File: src/rtl/tone_mixer_if.sv
// Tone mixer control/audio bundle: per-channel note, volume, gate and
// routing in; stereo samples and envelope-activity flags out.
interface tone_mixer_if #(
    parameter int NCH   = 2,
    parameter int DIV_W = 22,
    parameter int VOL_W = 4
);
    logic [NCH*DIV_W-1:0] note_div;
    logic [NCH*VOL_W-1:0] volume;
    logic [NCH-1:0]       gate;
    logic [2*NCH-1:0]     route;
    logic [15:0]          audio_left;
    logic [15:0]          audio_right;
    logic [NCH-1:0]       active;

    modport master (
        output note_div, volume, gate, route,
        input  audio_left, audio_right, active
    );

    modport slave (
        input  note_div, volume, gate, route,
        output audio_left, audio_right, active
    );
endinterface

File: src/rtl/tone_mixer.sv
// Multi-channel square-wave tone mixer with linear envelopes and stereo routing.
// Define TONE_MIXER_SAT_EN to clamp the mix instead of scaling it down.
module tone_mixer #(
    parameter int          NCH      = 2,
    parameter int          DIV_W    = 22,
    parameter int          VOL_W    = 4,
    parameter int          RAMP_DIV = 100000,
    parameter logic [15:0] AMP_STEP = 16'h0200
) (
    input logic         clk,
    input logic         rst,
    tone_mixer_if.slave bus
);
    localparam int LG = (NCH > 1) ? $clog2(NCH) : 0;
    localparam int SW = 17 + LG;
    localparam int PW = (RAMP_DIV > 1) ? $clog2(RAMP_DIV) : 1;
    localparam logic [PW-1:0] PRE_MAX = PW'(RAMP_DIV - 1);

    logic [PW-1:0]    pre;
    logic             tick;
    logic [DIV_W-1:0] cnt [NCH];
    logic             sq  [NCH];
    logic [VOL_W-1:0] env [NCH];

    logic [DIV_W-1:0]   nd  [NCH];
    logic [VOL_W-1:0]   vol [NCH];
    logic signed [15:0] smp [NCH];
    logic signed [SW-1:0] sum_l, sum_r;

    assign tick = (pre == PRE_MAX);

    always_comb begin
        for (int i = 0; i < NCH; i++) begin
            nd[i]  = bus.note_div[i*DIV_W +: DIV_W];
            vol[i] = bus.volume[i*VOL_W +: VOL_W];
        end
    end

    always_ff @(posedge clk or posedge rst) begin
        if (rst) begin
            pre <= '0;
        end else begin
            pre <= tick ? '0 : pre + 1'b1;
        end
    end

    // Counter wraps on >= so a shortened divider never runs to full scale.
    always_ff @(posedge clk or posedge rst) begin
        if (rst) begin
            for (int i = 0; i < NCH; i++) begin
                cnt[i] <= '0;
                sq[i]  <= 1'b0;
                env[i] <= '0;
            end
        end else begin
            for (int i = 0; i < NCH; i++) begin
                if (nd[i] == '0) begin
                    cnt[i] <= '0;
                    sq[i]  <= 1'b0;
                end else if (cnt[i] >= nd[i]) begin
                    cnt[i] <= '0;
                    sq[i]  <= ~sq[i];
                end else begin
                    cnt[i] <= cnt[i] + 1'b1;
                end
                if (tick) begin
                    if (bus.gate[i] && env[i] < vol[i])
                        env[i] <= env[i] + 1'b1;
                    else if (bus.gate[i] && env[i] > vol[i])
                        env[i] <= env[i] - 1'b1;
                    else if (!bus.gate[i] && env[i] != '0)
                        env[i] <= env[i] - 1'b1;
                end
            end
        end
    end

    always_comb begin
        sum_l = '0;
        sum_r = '0;
        for (int i = 0; i < NCH; i++) begin
            logic signed [15:0] mag;
            mag = AMP_STEP * {{(16-VOL_W){1'b0}}, env[i]};
            if (nd[i] == '0)
                smp[i] = '0;
            else
                smp[i] = sq[i] ? mag : -mag;
            if (bus.route[2*i])
                sum_l = sum_l + {{(SW-16){smp[i][15]}}, smp[i]};
            if (bus.route[2*i+1])
                sum_r = sum_r + {{(SW-16){smp[i][15]}}, smp[i]};
        end
    end

    function automatic logic [15:0] fold(input logic signed [SW-1:0] s);
`ifdef TONE_MIXER_SAT_EN
        if (s > SW'(32767))
            return 16'h7FFF;
        else if (s < SW'(-32768))
            return 16'h8000;
        else
            return s[15:0];
`else
        return 16'(s >>> LG);
`endif
    endfunction

    always_ff @(posedge clk or posedge rst) begin
        if (rst) begin
            bus.audio_left  <= '0;
            bus.audio_right <= '0;
            bus.active      <= '0;
        end else begin
            bus.audio_left  <= fold(sum_l);
            bus.audio_right <= fold(sum_r);
            for (int i = 0; i < NCH; i++)
                bus.active[i] <= (env[i] != '0);
        end
    end
endmodule

File: src/flat_wrapper.sv
// flat-port wrapper written by rule: the top's interface ports become plain ports
module tone_mixer_flat 
#(
    parameter int          NCH      = 2,
    parameter int          DIV_W    = 22,
    parameter int          VOL_W    = 4,
    parameter int          RAMP_DIV = 100000,
    parameter logic [15:0] AMP_STEP = 16'h0200
)
  (clk, rst, bus_note_div, bus_volume, bus_gate, bus_route, bus_audio_left, bus_audio_right, bus_active);
  tone_mixer_if #(.NCH(NCH), .DIV_W(DIV_W), .VOL_W(VOL_W)) bus_i ();
  input logic clk;
  input logic rst;
  input wire logic [$bits(bus_i.note_div)-1:0] bus_note_div;
  input wire logic [$bits(bus_i.volume)-1:0] bus_volume;
  input wire logic [$bits(bus_i.gate)-1:0] bus_gate;
  input wire logic [$bits(bus_i.route)-1:0] bus_route;
  output wire logic [$bits(bus_i.audio_left)-1:0] bus_audio_left;
  output wire logic [$bits(bus_i.audio_right)-1:0] bus_audio_right;
  output wire logic [$bits(bus_i.active)-1:0] bus_active;
  assign bus_i.note_div = bus_note_div;
  assign bus_i.volume = bus_volume;
  assign bus_i.gate = bus_gate;
  assign bus_i.route = bus_route;
  assign bus_audio_left = bus_i.audio_left;
  assign bus_audio_right = bus_i.audio_right;
  assign bus_active = bus_i.active;
  tone_mixer #(.NCH(NCH), .DIV_W(DIV_W), .VOL_W(VOL_W), .RAMP_DIV(RAMP_DIV), .AMP_STEP(AMP_STEP)) u_core (.clk(clk), .rst(rst), .bus(bus_i));
endmodule
File: config.mk
export PLATFORM = sky130hd
export DESIGN_NAME = tone_mixer_flat
export DESIGN_NICKNAME = d
export VERILOG_FILES = /design/src/rtl/tone_mixer_if.sv /design/src/rtl/tone_mixer.sv /design/src/flat_wrapper.sv
export SDC_FILE = /design/constraint.sdc
export NUM_CORES = 1
export LEC_CHECK = 0
export BUFFER_PORTS_ARGS = -buffer_cell sky130_fd_sc_hd__buf_2
export CORE_MARGIN = 2
export CORE_UTILIZATION = 59
export CTS_CLUSTER_SIZE = 16
export DETAILED_ROUTE_END_ITERATION = 12
export PLACE_DENSITY = 0.89
export SYNTH_ARGS = -nofsm -noshare
export SYNTH_HDL_FRONTEND = slang
export SYNTH_SLANG_ARGS = --single-unit
export TNS_END_PERCENT = 10
File: constraint.sdc
create_clock -name clk -period 3.96 [get_ports clk]
set_input_delay 0.198 -clock clk [delete_from_list [all_inputs] [get_ports clk]]
set_output_delay 0.198 -clock clk [all_outputs]
set_load 0.1 [all_outputs]
After elaboration in Yosys (flattened, before gate mapping)

Cells that the tools add are included.

Output and inout port bits: 34
Logic and storage cells: 71
Bits in registers: 105
Bits of input ports: 60

Mux-type cells: 23
Magnitude comparators: 6
$add $sub $neg: 11
Eq/ne operators: 1
Bitwise operators: 2
Reductions and logical operators: 18

Operators by type and width:

| operator                                                           | count |
|---|---|
| 22-bit 2-to-1 mux                                                  | 4 |
| 17-bit 2-to-1 mux                                                  | 5 |
| 16-bit 2-to-1 mux                                                  | 4 |
| 22-bit by 1-bit adder with 22-bit output, second input constant    | 2 |
| 22-bit >= comparator                                               | 2 |
| 22-bit logical NOT                                                 | 2 |
| 17-bit adder                                                       | 2 |
| 13-bit negation with 16-bit output                                 | 2 |
| 4-bit 2-to-1 mux                                                   | 6 |
| 17-bit by 1-bit adder with 17-bit output, second input constant    | 1 |
| 17-bit == test, second input constant                              | 1 |
| 4-bit by 1-bit adder with 4-bit output, second input constant      | 2 |
| 4-bit greater-than comparator                                      | 2 |
| 4-bit less-than comparator                                         | 2 |
| 4-bit nonzero test                                                 | 2 |
| 4-bit by 1-bit subtractor with 4-bit output, second input constant | 2 |
| 1-bit logical AND                                                  | 6 |
| 3-bit nonzero test                                                 | 2 |
| 1-bit 2-to-1 mux                                                   | 4 |
| 2-bit AND reduction                                                | 2 |
| 2-bit nonzero test                                                 | 2 |
| 1-bit logical NOT                                                  | 2 |
| 1-bit inverter                                                     | 2 |

Depth between registers and ports, before layout

Gate-level depths: netlist of the first run.

Word-level depth: 6
Gate-level depth with buffers: 13
Gate-level depth less buffers: 13

Worst setup path after synthesis of the first run

Ideal clock, no wire load.

Path type: flip-flop to flip-flop
Start point: register u_core.env[0] in the netlist's numbering
End point: register u_core.bus.audio_left[14]
Arrival: 2665 ps
Clock period less this slack: 2733 ps
Cell stages (with the launch flop): 13
Path buffers: 0
Data required time: 3892 ps
Library setup time: 68 ps
Slack: 1227 ps
Path through: dfrtp_1 -> inv_1 -> ha_1 -> mux2_2 -> a21boi_1 -> xnor2_1 -> ha_1 -> a211oi_1 -> a221oi_2 -> a32oi_1 -> o21ai_1 -> a311oi_1 -> o221a_1

Longest elaborated chain between the ends: 5

RTL lines:

| what                               | RTL line            | source |
|---|---|---|
| start: declaration                 | tone_mixer.sv:23    | `logic [VOL_W-1:0] env [NCH];` |
| start signal: indexed assignment   | tone_mixer.sv:68    | `env[i] <= env[i] + 1'b1;` |
| start signal: indexed assignment   | tone_mixer.sv:70    | `env[i] <= env[i] - 1'b1;` |
| start signal: indexed assignment   | tone_mixer.sv:72    | `env[i] <= env[i] - 1'b1;` |
| 13-bit negation with 16-bit output | tone_mixer.sv:87    | `smp[i] = sq[i] ? mag : -mag;` |
| 16-bit 2-to-1 mux *                | tone_mixer.sv:87    |  |
| 16-bit 2-to-1 mux *                | tone_mixer.sv:84    | `if (nd[i] == '0)` |
| 17-bit adder *                     | tone_mixer.sv:89    | `sum_l = sum_l + {{(SW-16){smp[i][15]}}, smp[i]};` |
| 17-bit 2-to-1 mux *                | tone_mixer.sv:88    | `if (bus.route[2*i])` |
| named net u_core.sum_l[15]         | tone_mixer.sv:28    | `logic signed [SW-1:0] sum_l, sum_r;` |
| end signal: assignment             | tone_mixer.sv:114   | `bus.audio_left <= fold(sum_l);` |
| end: declaration                   | tone_mixer_if.sv:23 | `output audio_left, audio_right, active` |

The timed path passes the listed nets; every way through them passes the cells marked *.
A chain may end at the register's enable or synchronous reset.

Worst setup path after layout of the first run

Start point: register u_core.env[0] in the netlist's numbering
End point: register u_core.bus.audio_left[12]

Same word-level chain as after synthesis.

==> metrics.yaml, run 1 <==
antenna_left: 0
dieArea_um2: 12100
dpl_cell_area_um2: 7070
finalCriticalPeriod_ps: 3140
ys_seq_area_share_pct: 33.6
h-tree-depth: 3
tightest_slew_ps: 1040
max-clock-path-buffers: 2
layout.nets: 944
postCtsSetupRepairBufs: 0
vias_per_cell: 5.69
antenna_cells: 0
crit_required_ps: 4250
rsz0062_at_grt: "no"
layout-drive-gt1-share_pct: 16.9
cts_tree: "done"
worstPathCellList: "inv_1, ha_1, mux2_2, a21boi_1, xnor2_1, ha_1, nand2_1, a221oi_2, o21ai_0, o21ai_1, mux2i_1, xor2_1"
critPathCaptureType: "register"
grt_max_degree: 62
clk_latency_ps: 360
critPathMostFrequentCell: "ha_1"
dp_hpwl_mm: 10.9
hold_class: "in2async"
ir_drop_mv: 0.190
start_kind: "register"
layout_commonest_cell: "dfrtp_1"
die_h_um: 110
cp_slowest_cell: "a21boi_1"
fin_tns_setup_ps: 0
async_flop_share_pct: 100
run_status: "complete, no violations"
initial_core_util_pct: 60.8
synthCells: 737
global_route.usage.total_pct: 25.0
path_buf_inv: 1
grt_pass1_vias: 5313
ys_types: 77
final_cell_mix: "89 x dfrtp_1, 88 x nor2_1, 77 x buf_2"
gr-total-overflow: 0
coreArea_um2: 10900
cp.arrival_ps: 3430
synth_warnings: 0
crit_type: "reg2reg"
relSlewSlack_pct: 30.6
fmax_mhz: 318
firstDrtPassIters: 5
pre_cts_ws_ps: 828
leakagePower_nw: 3.83
grt_pass1_wl_mm: 23.8
ios: 94
vias: 5450
path_clk_slew_ps: 90
port_buffers: 77
synth.avg_cell_area_um2: 8.99
mappedNetlistArea_um2: 6620
synth-seq-cells: 89
slew_viol_final: 0
yosysTopAreaCell: "dfrtp_1"
r2r_start: "u_core.env[0]$_DFFE_PP0P_"
rows: 38
cp_top_family: "compound AO/OA/AOI/OAI gates"
cap_violations: 0
cts_resized: 0
area_delta_synth_final_pct: 9.77
drtIter0Drc: 232
timing.final.ws_setup_ps: 818
clock_skew_ps: 7.54
crit_start: "u_core.env[0]$_DFFE_PP0P_"
design_area_um2: 7270
ctsHoldBuffers: 0
wl_per_cell_um: 14.8
synth_flop_cell: "dfrtp_1"
synth_edf_count: 0
critPathMaxFanout: 7
p_per_area_nw_per_um2: 268
antenna_found_initial: 0
clock-root-buffer: "clkbuf_8"
finalHoldViolCount: 0
chipWidth_um: 110
cpPeakStageDelay_ps: 500
cts_sinks: 89
whs_ps: 49.8
postRouteWirelength_mm: 14.2
period_share_pct: 79.3
place_congestion: 0.966
cts_inserted_buffers: 9
final_util_pct: 66.8
drc_errors: 0
synthTopCellsByArea: "dfrtp_1 34%, ha_1 13%, xor2_1 5.3%, xnor2_1 5.2%, nor2_1 5.0%"
synth_top_area_share_pct: 33.6
setup_viol: 0
-- report_power, final --
part           leakage (nW)  internal [mW]  switching [mW]
clock                0.0937          0.322           0.321
combinational          2.53          0.105           0.202
sequential             1.21          0.944          0.0518
-- flip-flops by register name (all words and copies together), names as in the netlist --
| name | cells |
|---|---|
| u_core.bus.active | 2 |
| u_core.cnt | 44 |
| u_core.bus.audio_right | 8 |
| u_core.bus.audio_left | 8 |
| u_core.pre | 17 |
| u_core.sq | 2 |
| u_core.env | 8 |
-- final cells by class --
cell class | count | area, µm²
Multi-Input combinational cell | 566 | 4000
Inverter | 67 | 253
Clock inverter | 4 | 52.6
Sequential cell | 89 | 2230
Fill cell | 869 | 3620
Clock buffer | 11 | 151
Timing Repair Buffer | 81 | 415
Tap cell | 140 | 175
-- per-layer routing --
metal / vias up / GRT usage (%) / wire [µm]
li1: 2682 / - / -
met1: 2571 / 32.0 / 6280
met2: 157 / 42.0 / 6920
met3: 40 / 4.51 / 686
met4: 0 / 9.49 / 331
met5: - / 0 / 0
-- synthesized netlist by cell type, drive strengths merged, types with 13 or more instances --
cell   count
xor2      40
a21o      20
nand3     31
buf       23
inv       67
o21ai     22
dfrtp     89
nand2     64
ha        68
nor3      15
nand4     18
xnor2     39
and3      18
a21oi     24
nor4      13
nor2      91
-- through the flow --
step                total power [mW]  cells
CTS                             1.96    958
global placement                1.30    943
detailed placement              1.32    943
global route                    2.04    958
finish                          1.95    958
floorplan                       1.24    752
-- cells by family after synthesis --
logic type               synth area share (%)
buffers and inverters                    6.90
AO/OA/AOI/OAI                            12.3
XOR/XNOR                                 10.4
multiplexers                             1.95
adder cells (fa/ha/maj)                  13.6
other                                  0.0566
flip-flops                               33.6
AND/OR/NAND/NOR                          21.1
-- path summary, 6_finish.rpt --
path	endpoint	slack, ps	depth (start not counted)
max in group asynchronous	u_core.env[5]$_DFFE_PP0P_	2990	3
worst max-delay path	u_core.bus.audio_left[12]$_DFF_PP0_	820	12
worst min register to register	u_core.pre[4]$_DFF_PP0_	490	1
worst max register to register	u_core.bus.audio_left[12]$_DFF_PP0_	820	12
worst min-delay path	u_core.sq[1]$_DFFE_PP0P_	50	2
min in group clk	u_core.bus.audio_left[13]$_DFF_PP0_	220	2
-- worst register-to-register path, stage by stage, from the launching register on --
cell and delay (ps):
dfrtp_1 440, inv_1 130, ha_1 290, mux2_2 160, a21boi_1 500, xnor2_1 190, ha_1 240, nand2_1 90
a221oi_2 270, o21ai_0 130, o21ai_1 220, mux2i_1 250, xor2_1 160
No activity file was read; power rests on OpenSTA's default activity.
==> run 2, diff against run 1 <==
==> constraint.sdc (replaced) <==
create_clock -name clk -period 3.1 [get_ports clk]
set_input_delay 0.155 -clock clk [delete_from_list [all_inputs] [get_ports clk]]
set_output_delay 0.155 -clock clk [all_outputs]
set_load 0.1 [all_outputs]
==> run 2 against run 1 <==
Compared with the run above: clock-buffer cell count rose by 1; die area unchanged; cell area rose by 1.4%; flip-flop and latch count stayed put; global-route usage increased by 0.40 points; clock power is 30% higher; first-iteration DRC count up 28%; via count increased by 0.22%; core utilization increased by 0.91 points; hold slack improved by 100 ps; largest cell class unchanged; highest routed layer unchanged.
==> metrics.yaml, run 2 (synthesized netlist as in run 1, its figures left out) <==
run_status: "complete, no violations"
slew_viol_final: 0
rows: 38
gr-total-overflow: 0
vias: 5462
place_inst: 950
hold_end: "u_core.bus.audio_left[8]$_DFF_PP0_"
tightest_slew_ps: 994
final_cell_mix: "88 x nor2_1, 87 x dfrtp_1, 77 x buf_2"
min_path_cells: 3
grt.met3_usage_pct: 5.63
ir_drop_mv: 0.326
antenna_cells: 0
reg_top3: "u_core.cnt x44, u_core.pre x17"
total_power_mw: 2.51
clock_skew_ps: 11.5
cpPeakStageDelay_ps: 540
clk_latency_ps: 380
rr_worst_depth: 12
finalHoldViolCount: 0
antenna_left: 0
r2r-end: "u_core.bus.audio_left[12]$_DFF_PP0_"
hp-start: "bus_route[2]"
max-clock-path-buffers: 2
period_share_pct: 93.2
chipWidth_um: 110
port_buffers: 77
layout_commonest_cell: "nor2_1"
critPathMostFrequentCell: "nand2_1"
grt.met2_usage_pct: 41.8
final_cells: 968
largest_register: "u_core.cnt"
antenna_found_initial: 0
h-tree-depth: 3
cts_sinks: 89
grt_pass1_wl_mm: 24.0
cts_tree: "done"
relSlewSlack_pct: 33.7
area_delta_synth_final_pct: 11.3
crit_type: "reg2reg"
reg2reg_slack_ps: 210
setup_viol: 0
place_congestion: 0.912
cap_violations: 0
coreArea_um2: 10900
r2r_start: "u_core.env[5]$_DFFE_PP0P_"
busiest_layer: "met2"
path_clk_slew_ps: 90
cp_top_family: "compound AO/OA/AOI/OAI gates"
dieArea_um2: 12100
clock-root-buffer: "clkbuf_8"
layout.nets: 953
path_buf_inv: 1
grt_pass1_vias: 5282
largest_reg_flops: 44
critPathMaxFanout: 9
hold_class: "in2reg"
vias_per_cell: 5.64
start_kind: "register"
initial_core_util_pct: 60.8
cts_inserted_buffers: 9
p_per_area_nw_per_um2: 340
fmax_mhz: 346
firstDrtPassIters: 7
finalCriticalPeriod_ps: 2890
grt_use_met1_pct: 32.7
cp_slowest_cell: "dfrtp_1"
postRouteWirelength_mm: 14.5
dp_hpwl_mm: 11.4
drtIter0Drc: 297
global_route.usage.total_pct: 25.4
wl_per_cell_um: 15.0
ios: 94
leakagePower_nw: 3.89
crit_required_ps: 3400
worstPathCellList: "inv_1, ha_1, mux2_2, nand2_1, xnor2_1, ha_2, nand2_1, a221oi_2, o21ai_0, o21ai_1, mux2i_1, xor2_1"
cp.arrival_ps: 3190
die_h_um: 110
drc_errors: 0
critPathCaptureType: "register"
grt_max_degree: 57
layout-drive-gt1-share_pct: 18.4
==> run 2: final cells by class <==
type	instances	area (µm²)
sequential	89	2230
timing repair buffer	90	498
clock inverter	4	51.3
tap	140	175
fill	865	3520
inverter	67	253
clock buffer	12	155
multi-input combinational	566	4010
==> run 2: through the flow <==
stage	setup TNS (ps)	instance area, µm²	util, %	hold WS [ps]	setup slack [ps]
after global placement	0	7130	65.5	392	180
after global routing	-0.747	7370	67.7	177	-0.747
after CTS	0	7350	67.5	131	3.23
after floorplan	0	6680	-	371	367
final	0	7370	67.7	154	210
after detailed placement	0	7130	65.5	399	31.8
==> run 2: layer usage <==
layer	share of wire, %	vias up	wire (µm)
li1	-	2692	-
met1	44	2597	6320
met2	50	146	7230
met3	4.8	27	696
met4	1.7	0	241
met5	0	-	0
==> run 2: worst max-delay path by stage <==
stage	start	endpoint	slack, ps	depth (start not counted)
final	u_core.env[5]$_DFFE_PP0P_	u_core.bus.audio_left[12]$_DFF_PP0_	210	12
after global routing	u_core.env[5]$_DFFE_PP0P_	u_core.bus.audio_left[12]$_DFF_PP0_	-0.7	12
after CTS	u_core.env[0]$_DFFE_PP0P_	u_core.bus.audio_left[12]$_DFF_PP0_	3	12
after detailed placement	u_core.env[0]$_DFFE_PP0P_	u_core.bus.audio_left[12]$_DFF_PP0_	30	12
after global placement	u_core.env[0]$_DFFE_PP0P_	u_core.bus.audio_left[14]$_DFF_PP0_	180	12
after floorplan	u_core.env[0]$_DFFE_PP0P_	u_core.bus.audio_left[14]$_DFF_PP0_	370	12
==> run 2: worst register-to-register path, stage by stage (launching register included) <==
cell and delay (ps):
dfrtp_1 540, inv_1 90, ha_1 280, mux2_2 340, nand2_1 130, xnor2_1 130
ha_2 230, nand2_1 70, a221oi_2 240, o21ai_0 110, o21ai_1 250, mux2i_1 250
xor2_1 160
==> run 2: timing repair <==
item,in CTS,in global routing
endpoints found under the hold margin,55,0
gates resized for setup,0,6
hold buffers,1,0
buffers inserted,0,1
endpoints found under the setup margin,0,3
==> run 2: power by group <==
group | leakage (nW) | internal, mW | switching (mW) | total [mW]
logic | 2.58 | 0.140 | 0.260 | 0.400
clock network | 0.103 | 0.417 | 0.421 | 0.838
registers | 1.20 | 1.21 | 0.0639 | 1.27
==> run 3, diff against run 2 <==
--- a/config.mk
+++ b/config.mk
@@ -7,10 +7,11 @@
 export LEC_CHECK = 0
 export BUFFER_PORTS_ARGS = -buffer_cell sky130_fd_sc_hd__buf_2
 export CORE_MARGIN = 2
-export CORE_UTILIZATION = 59
+export CORE_UTILIZATION = 53
 export CTS_CLUSTER_SIZE = 16
 export DETAILED_ROUTE_END_ITERATION = 12
-export PLACE_DENSITY = 0.89
+export MAX_ROUTING_LAYER = met4
+export PLACE_DENSITY = 0.85
 export SYNTH_ARGS = -nofsm -noshare
 export SYNTH_HDL_FRONTEND = slang
 export SYNTH_SLANG_ARGS = --single-unit
==> constraint.sdc (replaced) <==
create_clock -name clk -period 2.59 [get_ports clk]
set_input_delay 0.1295 -clock clk [delete_from_list [all_inputs] [get_ports clk]]
set_output_delay 0.1295 -clock clk [all_outputs]
set_load 0.1 [all_outputs]
==> run 3 against run 2 <==
Compared with the run above: the flow now finishes with violations (negative setup slack); cell area grew 7.3%; highest routed layer unchanged; die area grew 11%; critical path type unchanged; flip-flop and latch count is the same; critical endpoint unchanged; combinational power grew 30%.
==> metrics.yaml, run 3 (synthesized netlist as in run 1, its figures left out) <==
postRouteWirelength_mm: 15.1
vias: 5601
run_status: "finished, violations left"
largest_reg_flops: 44
coreArea_um2: 12100
ios: 94
hold_class: "in2reg"
layout-drive-gt1-share_pct: 23.7
period_share_pct: 103
failed_checks: "negative setup slack"
h-tree-depth: 3
grt_pass1_vias: 5337
crit_start: "u_core.env[1]$_DFFE_PP0P_"
tightest_slew_ps: 803
max-clock-path-buffers: 2
critPathMostFrequentCell: "o21ai_2"
chipWidth_um: 116
slew_viol_final: 0
cts_sinks: 89
cpPeakStageDelay_ps: 390
design_area_um2: 7900
firstDrtPassIters: 5
final_cells: 1036
final_cell_mix: "88 x nor2_1, 88 x dfrtp_1, 77 x buf_2"
leakagePower_nw: 4.16
finalHoldViolCount: 0
port_buffers: 77
antenna_left: 0
timing.final.ws_setup_ps: -75.3
place_inst: 1015
place_congestion: 0.938
rows: 40
area_delta_synth_final_pct: 19.3
clock-root-buffer: "clkbuf_16"
path_clk_slew_ps: 70
cap_violations: 0
cts_tree: "done"
wl_per_cell_um: 14.6
fmax_mhz: 375
finalCriticalPeriod_ps: 2670
start_kind: "register"
critPathMaxFanout: 3
antenna_cells: 0
dieArea_um2: 13400
ir_drop_mv: 0.467
cts_inserted_buffers: 9
p_per_area_nw_per_um2: 431
pre_cts_ws_ps: -197
total_power_mw: 3.41
grt_max_degree: 45
dp_hpwl_mm: 11.4
global_route.usage.total_pct: 24.4
dpl_cell_area_um2: 7480
gr-total-overflow: 0
largest_register: "u_core.cnt"
relSlewSlack_pct: 46.4
drc_errors: 0
vias_per_cell: 5.41
cp.arrival_ps: 2940
r2r_start: "u_core.env[1]$_DFFE_PP0P_"
layout.nets: 993
final_util_pct: 65.3
clock_skew_ps: 8.77
reg_top3: "u_core.cnt x44, u_core.pre x17"
hp-start: "bus_route[2]"
initial_core_util_pct: 54.7
cp_slowest_cell: "dfrtp_1"
crit_required_ps: 2870
die_h_um: 116
worstPathCellList: "inv_2, ha_4, mux2_4, a21boi_4, xnor2_2, ha_2, nand2_2, a221oi_4, o21ai_2, o21ai_2, mux2i_1, xor2_1"
setup_viol: 4
crit_type: "reg2reg"
critPathCaptureType: "register"
grt_pass1_wl_mm: 25.1
drtIter0Drc: 450
clk_latency_ps: 360
rsz0062_at_grt: "yes"
antenna_found_initial: 0
run 3: layout make-up:
type,count,area [µm²]
clock inverters,4,51.3
inverters,67,255
fillers,986,4210
repair buffers,130,811
flip-flops and latches,89,2230
well taps,168,210
clock buffers,12,256
multi-input cells,566,4090
run 3: timing repair:
| action | CTS | global route |
|---|---|---|
| buffers inserted | 0 | 4 |
| endpoints found under the setup margin | 3 | 33 |
| pin swaps | 1 | 11 |
| gates resized for setup | 3 | 17 |
| endpoints found under the hold margin | 34 | 0 |
| hold buffers | 1 | 0 |
run 3: path summary, 6_finish.rpt:
check	endpoint	slack (ps)	cells past startpoint
min in group asynchronous	u_core.cnt[37]$_DFF_PP0_	460	3
max reg2reg	u_core.bus.audio_left[12]$_DFF_PP0_	-80	12
max	u_core.bus.audio_left[12]$_DFF_PP0_	-80	12
min reg2reg	u_core.pre[0]$_DFF_PP0_	480	1
min	u_core.bus.audio_left[10]$_DFF_PP0_	170	3
max in group asynchronous	u_core.bus.audio_right[15]$_DFF_PP0_	1440	4
run 3: through the flow:
stage	hold WS, ps	setup TNS [ps]
6_report	169	-180
5_1_grt	196	-854
4_1_cts	156	-35.8
3_5_place_dp	322	-501
3_3_place_gp	320	-245
2_1_floorplan	345	-40.4
run 3: power breakdown:
part / leakage (nW) / switching [mW] / internal [mW]
combinational: 2.80 / 0.329 / 0.192
sequential: 1.21 / 0.0697 / 1.44
clock: 0.149 / 0.569 / 0.801
total: 4.16 / 0.968 / 2.44
run 3: critical path: cells and delay by family (launching register included):
kind | cells | cell delay, ps
XOR/XNOR | 2 | 340
AND/OR/NAND/NOR | 1 | 70
buffers and inverters | 1 | 90
AO/OA/AOI/OAI | 4 | 770
flip-flops | 1 | 390
adder cells (fa/ha/maj) | 2 | 410
multiplexers | 2 | 520
run 3: routing by layer:
metal  wire [µm]  up-vias  global-route usage, %
met4         271        0                   8.81
met1        6770     2632                   31.9
li1            -     2776                      -
met2        7360      173                   39.0
met3         708       20                   3.40
met5           0        -                      -
